File: config.mk
export PLATFORM = sky130hd
export DESIGN_NAME = spi_reg_bank_flat
export DESIGN_NICKNAME = d
export VERILOG_FILES = /design/src/rtl/spi_reg_bank_if.sv /design/src/rtl/spi_reg_bank.sv /design/src/flat_wrapper.sv
export SDC_FILE = /design/constraint.sdc
export NUM_CORES = 1
export LEC_CHECK = 0
export BUFFER_PORTS_ARGS = -buffer_cell sky130_fd_sc_hd__buf_4
export CELL_PAD_IN_SITES_DETAIL_PLACEMENT = 0
export CELL_PAD_IN_SITES_GLOBAL_PLACEMENT = 1
export CORE_MARGIN = 2
export CORE_UTILIZATION = 42
export DETAILED_ROUTE_END_ITERATION = 8
export PLACE_DENSITY_LB_ADDON = 0.15
export SLEW_MARGIN = 5
export SYNTH_ARGS = -nofsm -noshare
export SYNTH_HDL_FRONTEND = slang
export SYNTH_SLANG_ARGS = --single-unit
export TNS_END_PERCENT = 20
File: constraint.sdc
create_clock -name clk -period 4.81 [get_ports clk]
set_clock_uncertainty 0.1 [all_clocks]
set_input_delay 0.962 -clock clk [delete_from_list [all_inputs] [get_ports clk]]
set_output_delay 0.962 -clock clk [all_outputs]
set_load 0.05 [all_outputs]
File: src/rtl/spi_reg_bank_if.sv
// SPI pin bundle between an SPI controller and the register-bank target.
// The controller drives clock, select and data-in; the target drives data-out.
interface spi_reg_bank_if;
    logic spi_clk;
    logic spi_sel;
    logic spi_mosi;
    logic spi_miso;

    modport master (
        output spi_clk,
        output spi_sel,
        output spi_mosi,
        input  spi_miso
    );

    modport slave (
        input  spi_clk,
        input  spi_sel,
        input  spi_mosi,
        output spi_miso
    );
endinterface

File: src/rtl/spi_reg_bank.sv
// SPI mode-0 LSB-first target with an integrated register bank, fully in the clk domain.
// Define SPI_REG_BANK_AUTO_INC_EN for address auto-increment bursts within one select window.
module spi_reg_bank #(
    parameter int DATA_WIDTH = 8,
    parameter int ADDR_WIDTH = 3,
    parameter int CMD_WIDTH  = 8,
    parameter int NUM_REGS   = 6
) (
    input  logic                           clk,
    input  logic                           rst,
    spi_reg_bank_if.slave                  spi,
    output logic [NUM_REGS*DATA_WIDTH-1:0] reg_data,
    output logic [NUM_REGS-1:0]            reg_wr_stb,
    output logic                           busy
);
    localparam int MAXW = (CMD_WIDTH > DATA_WIDTH) ? CMD_WIDTH : DATA_WIDTH;
    localparam int CW   = $clog2(MAXW + 1);

    localparam logic [1:0] S_IDLE = 2'd0;
    localparam logic [1:0] S_CMD  = 2'd1;
    localparam logic [1:0] S_DATA = 2'd2;

    logic                  sclk_s1_q, sclk_s2_q, sclk_s3_q;
    logic                  sel_s1_q, sel_s2_q;
    logic                  mosi_s1_q, mosi_s2_q;
    logic                  armed_q, armed_d;
    logic [1:0]            state_q, state_d;
    logic [CW-1:0]         cnt_q, cnt_d;
    logic [MAXW-1:0]       sh_q, sh_d;
    logic                  dir_q, dir_d;
    logic [ADDR_WIDTH-1:0] addr_q, addr_d;
    logic [DATA_WIDTH-1:0] tx_q, tx_d;
    logic                  miso_q, miso_d;
    logic [NUM_REGS-1:0]   stb_q, stb_d;
    logic [DATA_WIDTH-1:0] regs_q [NUM_REGS];
    logic [DATA_WIDTH-1:0] regs_d [NUM_REGS];
    logic [DATA_WIDTH-1:0] word;
    logic                  sclk_rise, sclk_fall;

    assign sclk_rise = sclk_s2_q & ~sclk_s3_q;
    assign sclk_fall = ~sclk_s2_q & sclk_s3_q;

    // Unimplemented addresses read back as zero.
    function automatic logic [DATA_WIDTH-1:0] rd_word(input logic [ADDR_WIDTH-1:0] a);
        logic [DATA_WIDTH-1:0] r;
        r = '0;
        for (int i = 0; i < NUM_REGS; i++) begin
            if (a == ADDR_WIDTH'(i)) r = regs_q[i];
        end
        return r;
    endfunction

`ifdef SPI_REG_BANK_AUTO_INC_EN
    function automatic logic [ADDR_WIDTH-1:0] next_addr(input logic [ADDR_WIDTH-1:0] a);
        return (a >= ADDR_WIDTH'(NUM_REGS - 1)) ? '0 : a + ADDR_WIDTH'(1);
    endfunction
`endif

    always_comb begin
        state_d = state_q;
        cnt_d   = cnt_q;
        sh_d    = sh_q;
        dir_d   = dir_q;
        addr_d  = addr_q;
        tx_d    = tx_q;
        miso_d  = miso_q;
        regs_d  = regs_q;
        stb_d   = '0;
        word    = '0;
        armed_d = armed_q | sel_s2_q;

        case (state_q)
            S_IDLE: begin
                if (armed_q && !sel_s2_q) begin
                    state_d = S_CMD;
                    cnt_d   = '0;
                    sh_d    = '0;
                end
            end
            S_CMD: begin
                if (sclk_rise) begin
                    sh_d[cnt_q] = mosi_s2_q;
                    if (cnt_q == CW'(CMD_WIDTH - 1)) begin
                        dir_d   = sh_d[0];
                        addr_d  = sh_d[ADDR_WIDTH:1];
                        tx_d    = rd_word(sh_d[ADDR_WIDTH:1]);
                        state_d = S_DATA;
                        cnt_d   = '0;
                        sh_d    = '0;
                    end else begin
                        cnt_d = cnt_q + CW'(1);
                    end
                end
            end
            S_DATA: begin
                if (sclk_fall && !dir_q) begin
                    miso_d = tx_q[0];
                    tx_d   = tx_q >> 1;
                end
                if (sclk_rise) begin
                    sh_d[cnt_q] = mosi_s2_q;
                    if (cnt_q == CW'(DATA_WIDTH - 1)) begin
                        word = sh_d[DATA_WIDTH-1:0];
                        if (dir_q) begin
                            for (int i = 0; i < NUM_REGS; i++) begin
                                if (addr_q == ADDR_WIDTH'(i)) begin
                                    regs_d[i] = word;
                                    stb_d[i]  = 1'b1;
                                end
                            end
                        end
                        cnt_d = '0;
                        sh_d  = '0;
`ifdef SPI_REG_BANK_AUTO_INC_EN
                        addr_d = next_addr(addr_q);
                        tx_d   = rd_word(next_addr(addr_q));
`else
                        state_d = S_CMD;
`endif
                    end else begin
                        cnt_d = cnt_q + CW'(1);
                    end
                end
            end
            default: state_d = S_IDLE;
        endcase

        // Deselect abandons any partial word, including one completing this cycle.
        if (sel_s2_q) begin
            state_d = S_IDLE;
            cnt_d   = '0;
            sh_d    = '0;
            stb_d   = '0;
            regs_d  = regs_q;
        end
        if (state_d != S_DATA) miso_d = 1'b0;
    end

    always_ff @(posedge clk) begin
        if (rst) begin
            sclk_s1_q <= 1'b0;
            sclk_s2_q <= 1'b0;
            sclk_s3_q <= 1'b0;
            sel_s1_q  <= 1'b0;
            sel_s2_q  <= 1'b0;
            mosi_s1_q <= 1'b0;
            mosi_s2_q <= 1'b0;
            armed_q   <= 1'b0;
            state_q   <= S_IDLE;
            cnt_q     <= '0;
            sh_q      <= '0;
            dir_q     <= 1'b0;
            addr_q    <= '0;
            tx_q      <= '0;
            miso_q    <= 1'b0;
            stb_q     <= '0;
            for (int i = 0; i < NUM_REGS; i++) regs_q[i] <= '0;
        end else begin
            sclk_s1_q <= spi.spi_clk;
            sclk_s2_q <= sclk_s1_q;
            sclk_s3_q <= sclk_s2_q;
            sel_s1_q  <= spi.spi_sel;
            sel_s2_q  <= sel_s1_q;
            mosi_s1_q <= spi.spi_mosi;
            mosi_s2_q <= mosi_s1_q;
            armed_q   <= armed_d;
            state_q   <= state_d;
            cnt_q     <= cnt_d;
            sh_q      <= sh_d;
            dir_q     <= dir_d;
            addr_q    <= addr_d;
            tx_q      <= tx_d;
            miso_q    <= miso_d;
            stb_q     <= stb_d;
            regs_q    <= regs_d;
        end
    end

    always_comb begin
        reg_data = '0;
        for (int i = 0; i < NUM_REGS; i++) begin
            reg_data[i*DATA_WIDTH +: DATA_WIDTH] = regs_q[i];
        end
    end

    assign reg_wr_stb   = stb_q;
    assign spi.spi_miso = miso_q;
    // Selection only counts once sel has been seen high since reset.
    assign busy         = armed_q & ~sel_s2_q;
endmodule

File: src/flat_wrapper.sv
// flat-port wrapper written by rule: the top's interface ports become plain ports
module spi_reg_bank_flat 
#(
    parameter int DATA_WIDTH = 8,
    parameter int ADDR_WIDTH = 3,
    parameter int CMD_WIDTH  = 8,
    parameter int NUM_REGS   = 6
)
  (clk, rst, reg_data, reg_wr_stb, busy, spi_spi_clk, spi_spi_sel, spi_spi_mosi, spi_spi_miso);
  spi_reg_bank_if spi_i ();
  input  logic clk;
  input  logic rst;
  output logic [NUM_REGS*DATA_WIDTH-1:0] reg_data;
  output logic [NUM_REGS-1:0] reg_wr_stb;
  output logic busy;
  input wire logic [$bits(spi_i.spi_clk)-1:0] spi_spi_clk;
  input wire logic [$bits(spi_i.spi_sel)-1:0] spi_spi_sel;
  input wire logic [$bits(spi_i.spi_mosi)-1:0] spi_spi_mosi;
  output wire logic [$bits(spi_i.spi_miso)-1:0] spi_spi_miso;
  assign spi_i.spi_clk = spi_spi_clk;
  assign spi_i.spi_sel = spi_spi_sel;
  assign spi_i.spi_mosi = spi_spi_mosi;
  assign spi_spi_miso = spi_i.spi_miso;
  spi_reg_bank #(.DATA_WIDTH(DATA_WIDTH), .ADDR_WIDTH(ADDR_WIDTH), .CMD_WIDTH(CMD_WIDTH), .NUM_REGS(NUM_REGS)) u_core (.clk(clk), .rst(rst), .spi(spi_i), .reg_data(reg_data), .reg_wr_stb(reg_wr_stb), .busy(busy));
endmodule
# After elaboration in Yosys (flattened, before gate mapping)
# Cells that the tools add are included.
# word_totals
register_bits	89
inputBits	5
output_inout_bits	56
# classes
n_addsub	1
magnitude_cmp	2
n_eq_ne	19
mux	34
bitwise_logic	11
n_reduce_logical	24
# ops
cell	count
2-to-1 mux 8 bit	12
AND reduction 6 bit	6
one-hot mux 8 bit (2 select lines)	2
== test 3 x 2 -> 1 bit (second input constant)	4
== test 3 bit (second input constant)	4
2-to-1 mux 2 bit	6
2-to-1 mux 4 bit	3
!= test 2 x 1 -> 1 bit (second input constant)	5
bitwise mux 8 bit	1
one-hot mux 4 bit (2 select lines)	1
2-to-1 mux 1 bit	7
inverter 1 bit	7
== test 3 x 1 -> 1 bit (second input constant)	2
logical NOT 3 bit	2
one-hot mux 2 bit (3 select lines)	1
AND reduction 3 bit	2
OR reduction 2 bit	3
OR reduction 6 bit	1
adder 4 x 1 -> 4 bit (second input constant)	1
== test 4 x 3 -> 1 bit (second input constant)	1
greater-or-equal comparator 4 x 1 -> 1 bit (second input constant)	1
< comparator 4 bit (second input constant)	1
AND reduction 4 bit	1
nonzero test 2 bit	2
other kinds (10)	15

# Depth between registers and ports, before layout
# Gate-level depths: netlist of run 1.
# logic_depth
ltp_word	15
ltp_mapped	8

# Least setup slack after synthesis of run 1
# No wires, ideal clock.
# synth_path
path_type	input to register
from	input rst
to	register u_core.tx_q[5]
setup_ns	0.083
arrival_time_ns	2.162
required_time_ns	4.627
slack_ns	2.465
stages	5
cell_sequence	or4b_1 > buf_2 > or3_4 > a21o_1 > o221ai_1
# synth_rtl
item	line_no	rtl
start: declaration	flat_wrapper.sv:12	input logic rst;
end signal: assignment	spi_reg_bank.sv:172	tx_q <= tx_d;
end: declaration	spi_reg_bank.sv:32	logic [DATA_WIDTH-1:0] tx_q, tx_d;

# Worst setup path in the final report of run 1
# layout_path
from	register u_core.cnt_q[1]
to	register u_core.tx_q[7]
# layout_between
elab_chain_cells	15
# layout_rtl
item	line_no	rtl
start: declaration	spi_reg_bank.sv:28	logic [CW-1:0] cnt_q, cnt_d;
start signal: assignment	spi_reg_bank.sv:168	cnt_q <= cnt_d;
greater-or-equal comparator 4 x 1 -> 1 bit (implied by the code) / < comparator 4 bit (equally long branches)	spi_reg_bank.sv:82	sh_d[cnt_q] = mosi_s2_q;
logical AND 1 bit (implied by the code)	spi_reg_bank.sv:82	
2-to-1 mux 1 bit (implied by the code)	spi_reg_bank.sv:82	
demux 1 bit (select 3 bit)	-	
bitwise mux 8 bit	spi_reg_bank.sv:82	
logical NOT 3 bit	spi_reg_bank.sv:48	if (a == ADDR_WIDTH'(i)) r = regs_q[i];
2-to-1 mux 8 bit (6 in a row)	spi_reg_bank.sv:48	
2-to-1 mux 8 bit	spi_reg_bank.sv:83	if (cnt_q == CW'(CMD_WIDTH - 1)) begin
2-to-1 mux 8 bit	spi_reg_bank.sv:81	if (sclk_rise) begin
one-hot mux 8 bit (2 select lines)	spi_reg_bank.sv:72	case (state_q)
# Parallel ways exist; a longest one is shown, timed or not. The select of a mux whose other input is x is not followed.
# A chain may end at the register's enable or synchronous reset.

==> flow_summary_export.csv, run 1 <==
group,metric,value,unit
timing,slew_headroom,14.96,%
timing,setup_viol,0,
power_and_ir_drop,p_sw_share,23.19,%
placed_design,portBuffers,60,
floorplanning,core_area,9684,um2
route,dr_total_vias,3326,
layout,stdcell_count,622,
route,drtAntennaViolNets,0,
clocking,cts_hold_buf,0,
timing,slew_viol_final,0,
setup_path,cp.arrival,3180,ps
clocking,cts_tree,"built",
synth,synth_nets,452,
synth,ys_top_cells_by_area,"dfxtp_1, mux2i_1, nor2_1, a21oi_1, nand2_1",
setup_path,cp.required,4970,ps
clocking,clk_latency,360,ps
floorplanning,dieHeight,103.5,um
setup_path,critPathBufInv,0,
setup_path,r2r_slack,1790,ps
layout,regArea,1782,um2
grt,grt_max_degree,79,
synth,yosysTopAreaCell,"dfxtp_1",
floorplanning,fp.dieW,103.5,um
route,drt_iter0_markers,155,
clocking,cts_inserted_buffers,9,
clocking,post_cts_resized,0,
timing,grt_setup_unrepaired,"false",
setup_path,critPathLaunch,"u_core.cnt_q[1]",
floorplanning,std_cell_rows,36,
setup_path,reg2regPathDepth,5,
power_and_ir_drop,p_per_area,279.9,nW/um2
setup_path,worstReg2RegStart,"u_core.cnt_q[1]",
clocking,clock_path_buffers,2,
route,dr.pass1.iters,4,
placed_design,place.gp.congestion,0.7701,
route,drc,0,
synth,yosysWarnings,0,
layout,final_common_cell,"dfxtp_1",
setup_path,r2r-end,"u_core.tx_q[7]",
route,wire_per_inst,17.48,um
route,routed_via_density,5.347,
grt,grt_pass1_vias,3116,
clocking,post-cts-setup-buffer-count,0,
synth,synth_top_cell_area_share,42.88,%
layout,layout_common_cells,"dfxtp_1, nor2_1, buf_4, mux2i_1, nand2_1",
synth,syn_area,4155,um2
power_and_ir_drop,p_total,0.001363,W
power_and_ir_drop,p_sw,0.0003161,W
synth,ys_seq_area_share,42.88,%
setup_path,end_kind,"flip-flop",
status,status,"completed",
setup_path,crit_chain,"nor4b_4 > mux2i_1 > o22ai_1 > a221o_1 > a221oi_1",
floorplanning,io_pins,61,
timing,finalCritPeriodShare,62.77,%
power_and_ir_drop,vdd_drop_max,157.1,uV
power_and_ir_drop,p_clk_share,42.4,%
timing,setup_ws,1791,ps
grt,grt_pass1_wl,16.97,mm
setup_path,crit_slowest_cell,"mux2i_1",
synth,synth-edff-count,0,
synth,ys_ff_latch,89,
placed_design,dp.cells,606,
timing,fin_crit,3019,ps
synth,syn_area_per_cell,9.422,um2
power_and_ir_drop,p_int,0.001047,W
grt,grt-ovfl-total,0,
layout,fillers,935,
clocking,clock-sinks,89,
power_and_ir_drop,p_seq_share,54.5,%
placed_design,place_ws,1787,ps
layout,diodes,0,
synth,synth_ff_type,"dfxtp_1",
timing,worstMarginPinSlew,1240,ps
timing,finalHoldViolations,0,
power_and_ir_drop,power_frac_comb,3.1,%
flow_run,drv_cap,0,
setup_path,slowest_delay,1040,ps
layout,drive_gt1_share,22.09,%
clocking,h-tree-depth,3,
setup_path,cp-start-kind,"flip-flop",
synth,ys_types,61,
layout,area_growth,17.19,%
synth,synthCells,441,
power_and_ir_drop,power.leakage,1.964,nW
route,drt_wl_total,10.87,mm
layout,multi_input_area,2182,um2
clocking,root_buffer,"clkbuf_8",
setup_path,path_max_fanout,11,
setup_path,crit_family,"multiplexers",
layout,nNetsFinal,495,
floorplanning,die_area,10710,um2
synth,synthArstFlopShare,0,%
hold_path,hp-class,"reg2reg",
hold_path,holdPathStages,1,
setup_path,worst-setup-path-type,"reg2reg",
setup_path,path_depth,5,
setup_path,critPathCapture,"u_core.tx_q[7]",
clocking,clkTransAtPathRegs,90,ps
floorplanning,initial_utilization,42.91,%
timing,fmax,0.3312,GHz
placed_design,hpwl,7.590,mm
grt,antenna_found_initial,0,
timing,tns,0,ps
grt,grtUsageTotal,21.06,%
worst min-delay path by stage:
stage | start | end | slack, ps
floorplan | u_core.mosi_s1_q | u_core.mosi_s2_q | 310
detailed placement | u_core.sclk_s1_q | u_core.sclk_s2_q | 330
CTS | u_core.sel_s1_q | u_core.sel_s2_q | 350
global route | u_core.mosi_s1_q | u_core.mosi_s2_q | 360
finish | u_core.sel_s1_q | u_core.sel_s2_q | 350
global placement | u_core.sel_s1_q | u_core.sel_s2_q | 320
cell usage after synthesis (7+ instances only):
master and number:
mux2_2 7, nand3_1 9, nor2b_1 11, dfxtp_1 89, nor2_1 68, inv_1 9, nor3_1 9, clkbuf_1 18
nand2_1 29, mux2i_1 51, a21o_1 7, a21oi_1 22, buf_2 9
kinds of logic (layout without fill, tap and decap cells):
family,Yosys count,in the layout,synth area share (%)
AO/OA/AOI/OAI,79,79,13.94
flip-flops,89,89,42.88
multiplexers,61,61,15.36
adder cells (fa/ha/maj),6,6,1.807
buffers and inverters,42,90,4.697
AND/OR/NAND/NOR,164,164,21.32
worst reg2reg max path: stages, from the launching register on:
cell,delay [ps]
dfxtp_1,550
nor4b_4,330
mux2i_1,1040
o22ai_1,230
a221o_1,410
a221oi_1,270
stage by stage:
stage                     instance area, um2  utilization [%]  hold slack, ps
after floorplan                         4155                -           313.8
after global placement                  4652            48.04           316.6
after detailed placement                4652            48.04           328.7
after CTS                               4870            50.28           349.4
after global routing                    4870            50.28           359.6
final                                   4870            50.28           345.8
sequential cells by signal (all words and copies together) (netlist names):
name / count
u_core.reg_wr_stb: 6
u_core.armed_q: 1
u_core.spi.spi_miso: 1
u_core.dir_q: 1
u_core.state_q: 2
u_core.sclk_s3_q: 1
u_core.addr_q: 3
u_core.sh_q: 8
u_core.cnt_q: 4
u_core.sclk_s2_q: 1
u_core.mosi_s2_q: 1
u_core.reg_data: 48
u_core.tx_q: 8
u_core.sclk_s1_q: 1
u_core.sel_s2_q: 1
u_core.mosi_s1_q: 1
u_core.sel_s1_q: 1
per-layer routing:
| layer | track usage, % | share of wire, % | routed length, um |
|---|---|---|---|
| met1 | 28.49 | 47 | 5130 |
| met2 | 34.99 | 47 | 5140 |
| met3 | 4.167 | 4.7 | 506 |
| met5 | 0 | 0 | 0 |
| met4 | 4.453 | 0.87 | 95 |
power by group through the flow:
stage | Sequential [W] | Clock, W | Combinational (W)
6_report | 0.000742 | 0.000578 | 0.0000428
5_1_grt | 0.000743 | 0.000618 | 0.0000467
4_1_cts | 0.000742 | 0.000588 | 0.0000429
3_5_place_dp | 0.000760 | 0 | 0.0000427
3_3_place_gp | 0.000760 | 0 | 0.0000423
2_1_floorplan | 0.000758 | 0 | 0.0000321
final cells by class:
| class | instances | area share (%) |
|---|---|---|
| inverter | 9 | 0.6937 |
| timing repair buffer | 65 | 10.02 |
| sequential | 89 | 36.59 |
| tap | 133 | 3.417 |
| clock inverter | 6 | 1.850 |
| multi-input combinational | 310 | 44.81 |
| clock buffer | 10 | 2.621 |
(Power assumes the default switching activity.)
==> run 2: changes to the inputs <==
Settings changed: ABC_AREA set to 1, CORE_UTILIZATION 42 to 36.
Clock period 4.81 ns to 2.5 ns, I/O delays scaled along.
==> run 2 against run 1 <==
Non-clock buffer count increased by 25. Critical path depth increased by 3. Power increased by 98%. Routed wire length increased by 8.0%. Register-to-register slack got worse by 1600 ps. Critical endpoint is now u_core.reg_data[36].
==> flow_summary_export.csv, run 2 <==
group,metric,value,unit
timing,slew_headroom,56.48,%
power_and_ir_drop,power_frac_comb,7.7,%
synth,synth_top_cell_area_share,46.14,%
placed_design,place_ws,106.6,ps
grt,grt_max_degree,31,
setup_path,critPathCapture,"u_core.reg_data[36]",
clocking,clkTransAtPathRegs,90,ps
synth,ys_seq_area_share,46.14,%
setup_path,r2r-end,"u_core.reg_data[36]",
floorplanning,io_pins,61,
synth,synth_ff_type,"dfxtp_1",
setup_path,cp.arrival,2450,ps
floorplanning,dieHeight,107.6,um
timing,setup_ws,192.1,ps
layout,diodes,0,
placed_design,portBuffers,60,
route,wire_per_inst,15.51,um
grt,grt-ovfl-total,0,
power_and_ir_drop,p_per_area,554.7,nW/um2
grt,antenna_found_initial,0,
route,routed_via_density,4.997,
synth,yosysWarnings,0,
power_and_ir_drop,p_seq_share,53.4,%
timing,grt_setup_unrepaired,"true",
power_and_ir_drop,p_clk_share,38.9,%
synth,synth-edff-count,0,
power_and_ir_drop,p_sw_share,25.20,%
timing,fin_crit,2308,ps
placed_design,dp.cells,738,
layout,final_common_cell,"buf_4",
synth,syn_area_per_cell,7.258,um2
setup_path,cp-start-kind,"flip-flop",
setup_path,worst-setup-path-type,"reg2reg",
setup_path,worstReg2RegStart,"u_core.cnt_q[1]",
layout,fillers,1061,
hold_path,hp-class,"in2reg",
grt,grt_pass1_wl,18.66,mm
power_and_ir_drop,vdd_drop_max,245.6,uV
layout,largest_reg_flops,48,
synth,syn_area,3861,um2
route,drtAntennaViolNets,0,
power_and_ir_drop,p_int,0.002016,W
grt,grt_pass1_vias,3513,
synth,synth_common_cells,"dfxtp_1, inv_1, a21oi_1",
route,dr_total_vias,3783,
layout,stdcell_count,757,
timing,tns,0,ps
grt,grtUsageTotal,21.12,%
synth,synthCells,532,
timing,setup_viol,0,
synth,synthArstFlopShare,0,%
power_and_ir_drop,power.leakage,2.047,nW
synth,ys_top_cells_by_area,"dfxtp_1, a21oi_1, o21ai_0, inv_1, nand2_1",
placed_design,place.gp.congestion,0.8706,
route,drt_wl_total,11.74,mm
placed_design,hpwl,8.755,mm
timing,worstMarginPinSlew,652.1,ps
timing,slew_viol_final,0,
synth,ys_ff_latch,89,
clocking,cts_inserted_buffers,9,
clocking,root_buffer,"clkbuf_8",
setup_path,cp.required,2640,ps
timing,finalHoldViolations,0,
synth,ys_types,27,
timing,fmax,0.4333,GHz
synth,synth_most_common_cell,"dfxtp_1",
setup_path,path_max_fanout,7,
flow_run,drv_cap,0,
clocking,clock-sinks,89,
synth,synth_nets,543,
synth,yosysTopAreaCell,"dfxtp_1",
layout,layout_common_cells,"buf_4, dfxtp_1, inv_1, a21oi_1, nand2_1",
route,drt_iter0_markers,228,
clocking,cts_tree,"built",
floorplanning,die_area,11570,um2
power_and_ir_drop,p_sw,0.0006790,W
layout,regArea,1782,um2
clocking,cts_hold_buf,0,
route,drc,0,
setup_path,r2r_slack,190,ps
status,status,"completed",
setup_path,critPathLaunch,"u_core.cnt_q[1]",
layout,area_growth,25.83,%
clocking,h-tree-depth,3,
timing,finalCritPeriodShare,92.31,%
floorplanning,fp.dieW,107.6,um
layout,multi_input_area,1703,um2
setup_path,end_kind,"flip-flop",
clocking,clk_latency,360,ps
route,dr.pass1.iters,4,
floorplanning,initial_utilization,37.23,%
floorplanning,std_cell_rows,37,
layout,nNetsFinal,627,
clocking,clock_path_buffers,2,
floorplanning,core_area,10370,um2
setup_path,reg2regPathDepth,8,
layout,drive_gt1_share,18.52,%
==> run 2: changes by cell type after synthesis, moves of 13 or more <==
cell     change
o21ai_0     +63
inv_1       +73
mux2i_1     -51
a21oi_1     +52
nand2_1     +37
nand3_1     +13
==> run 2: through the flow <==
stage                     area, um2  total power (W)  utilization [%]  hold WS [ps]
after floorplan                3861         0.001598                -         288.3
after global placement         4618         0.001678            44.53         296.3
after detailed placement       4618         0.001680            44.53         297.6
after CTS                      4822         0.002711            46.50         222.3
after global routing           4858         0.002794            46.85         232.5
final                          4858         0.002695            46.85         239.2
==> run 2: layer usage <==
| metal | vias up | share of wire [%] | GRT usage [%] |
|---|---|---|---|
| li1 | 1918 | - | - |
| met1 | 1755 | 46 | 28.76 |
| met2 | 93 | 47 | 33.02 |
| met3 | 17 | 4.5 | 3.027 |
| met4 | 0 | 2.0 | 9.615 |
| met5 | - | 0 | 0 |
==> run 2: worst min path at each step <==
stage | start | endpoint | slack, ps | depth (start not counted)
6_report | spi_spi_mosi | u_core.mosi_s1_q | 240 | 3
2_1_floorplan | u_core.mosi_s1_q | u_core.mosi_s2_q | 290 | 2
3_3_place_gp | u_core.sclk_s1_q | u_core.sclk_s2_q | 300 | 2
4_1_cts | spi_spi_mosi | u_core.mosi_s1_q | 220 | 3
3_5_place_dp | u_core.sclk_s1_q | u_core.sclk_s2_q | 300 | 2
5_1_grt | spi_spi_sel | u_core.sel_s1_q | 230 | 3
==> run 2: repair_timing <==
item / in CTS / in global routing
endpoints found under the setup margin: 0 / 12
resized for setup: 0 / 5
setup buffers: 0 / 2
==> run 2: cell type report <==
cell class	instances	area share (%)
Sequential cell	89	36.67
Inverter	84	6.567
Clock inverter	4	1.004
Timing Repair Buffer	90	13.91
Clock buffer	12	3.193
Timing Repair inverter	1	0.1030
Tap cell	136	3.502
Multi-Input combinational cell	341	35.05
==> run 2: kinds of logic after synthesis <==
kind of cell,share of synthesized area (%)
simple gates,20.06
buf+inv,10.08
flops,46.14
compound gates,21.78
fa+ha+maj,1.944
==> run 2: power groups by stage <==
stage                     registers [W]  clock network, W  logic [W]
after floorplan                 0.00147                 0   0.000127
after global placement          0.00147                 0   0.000205
after detailed placement        0.00147                 0   0.000207
after CTS                       0.00144           0.00106   0.000208
after global routing            0.00144           0.00112   0.000237
final                           0.00144           0.00105   0.000208
==> run 2: critical path, cell delays in order (launching register included) <==
cell	delay, ps
dfxtp_1	410
ha_1	210
nand2_1	110
nor2_4	140
nand2_2	100
nor4_4	360
nand4_1	410
o21ai_0	290
a21oi_1	60
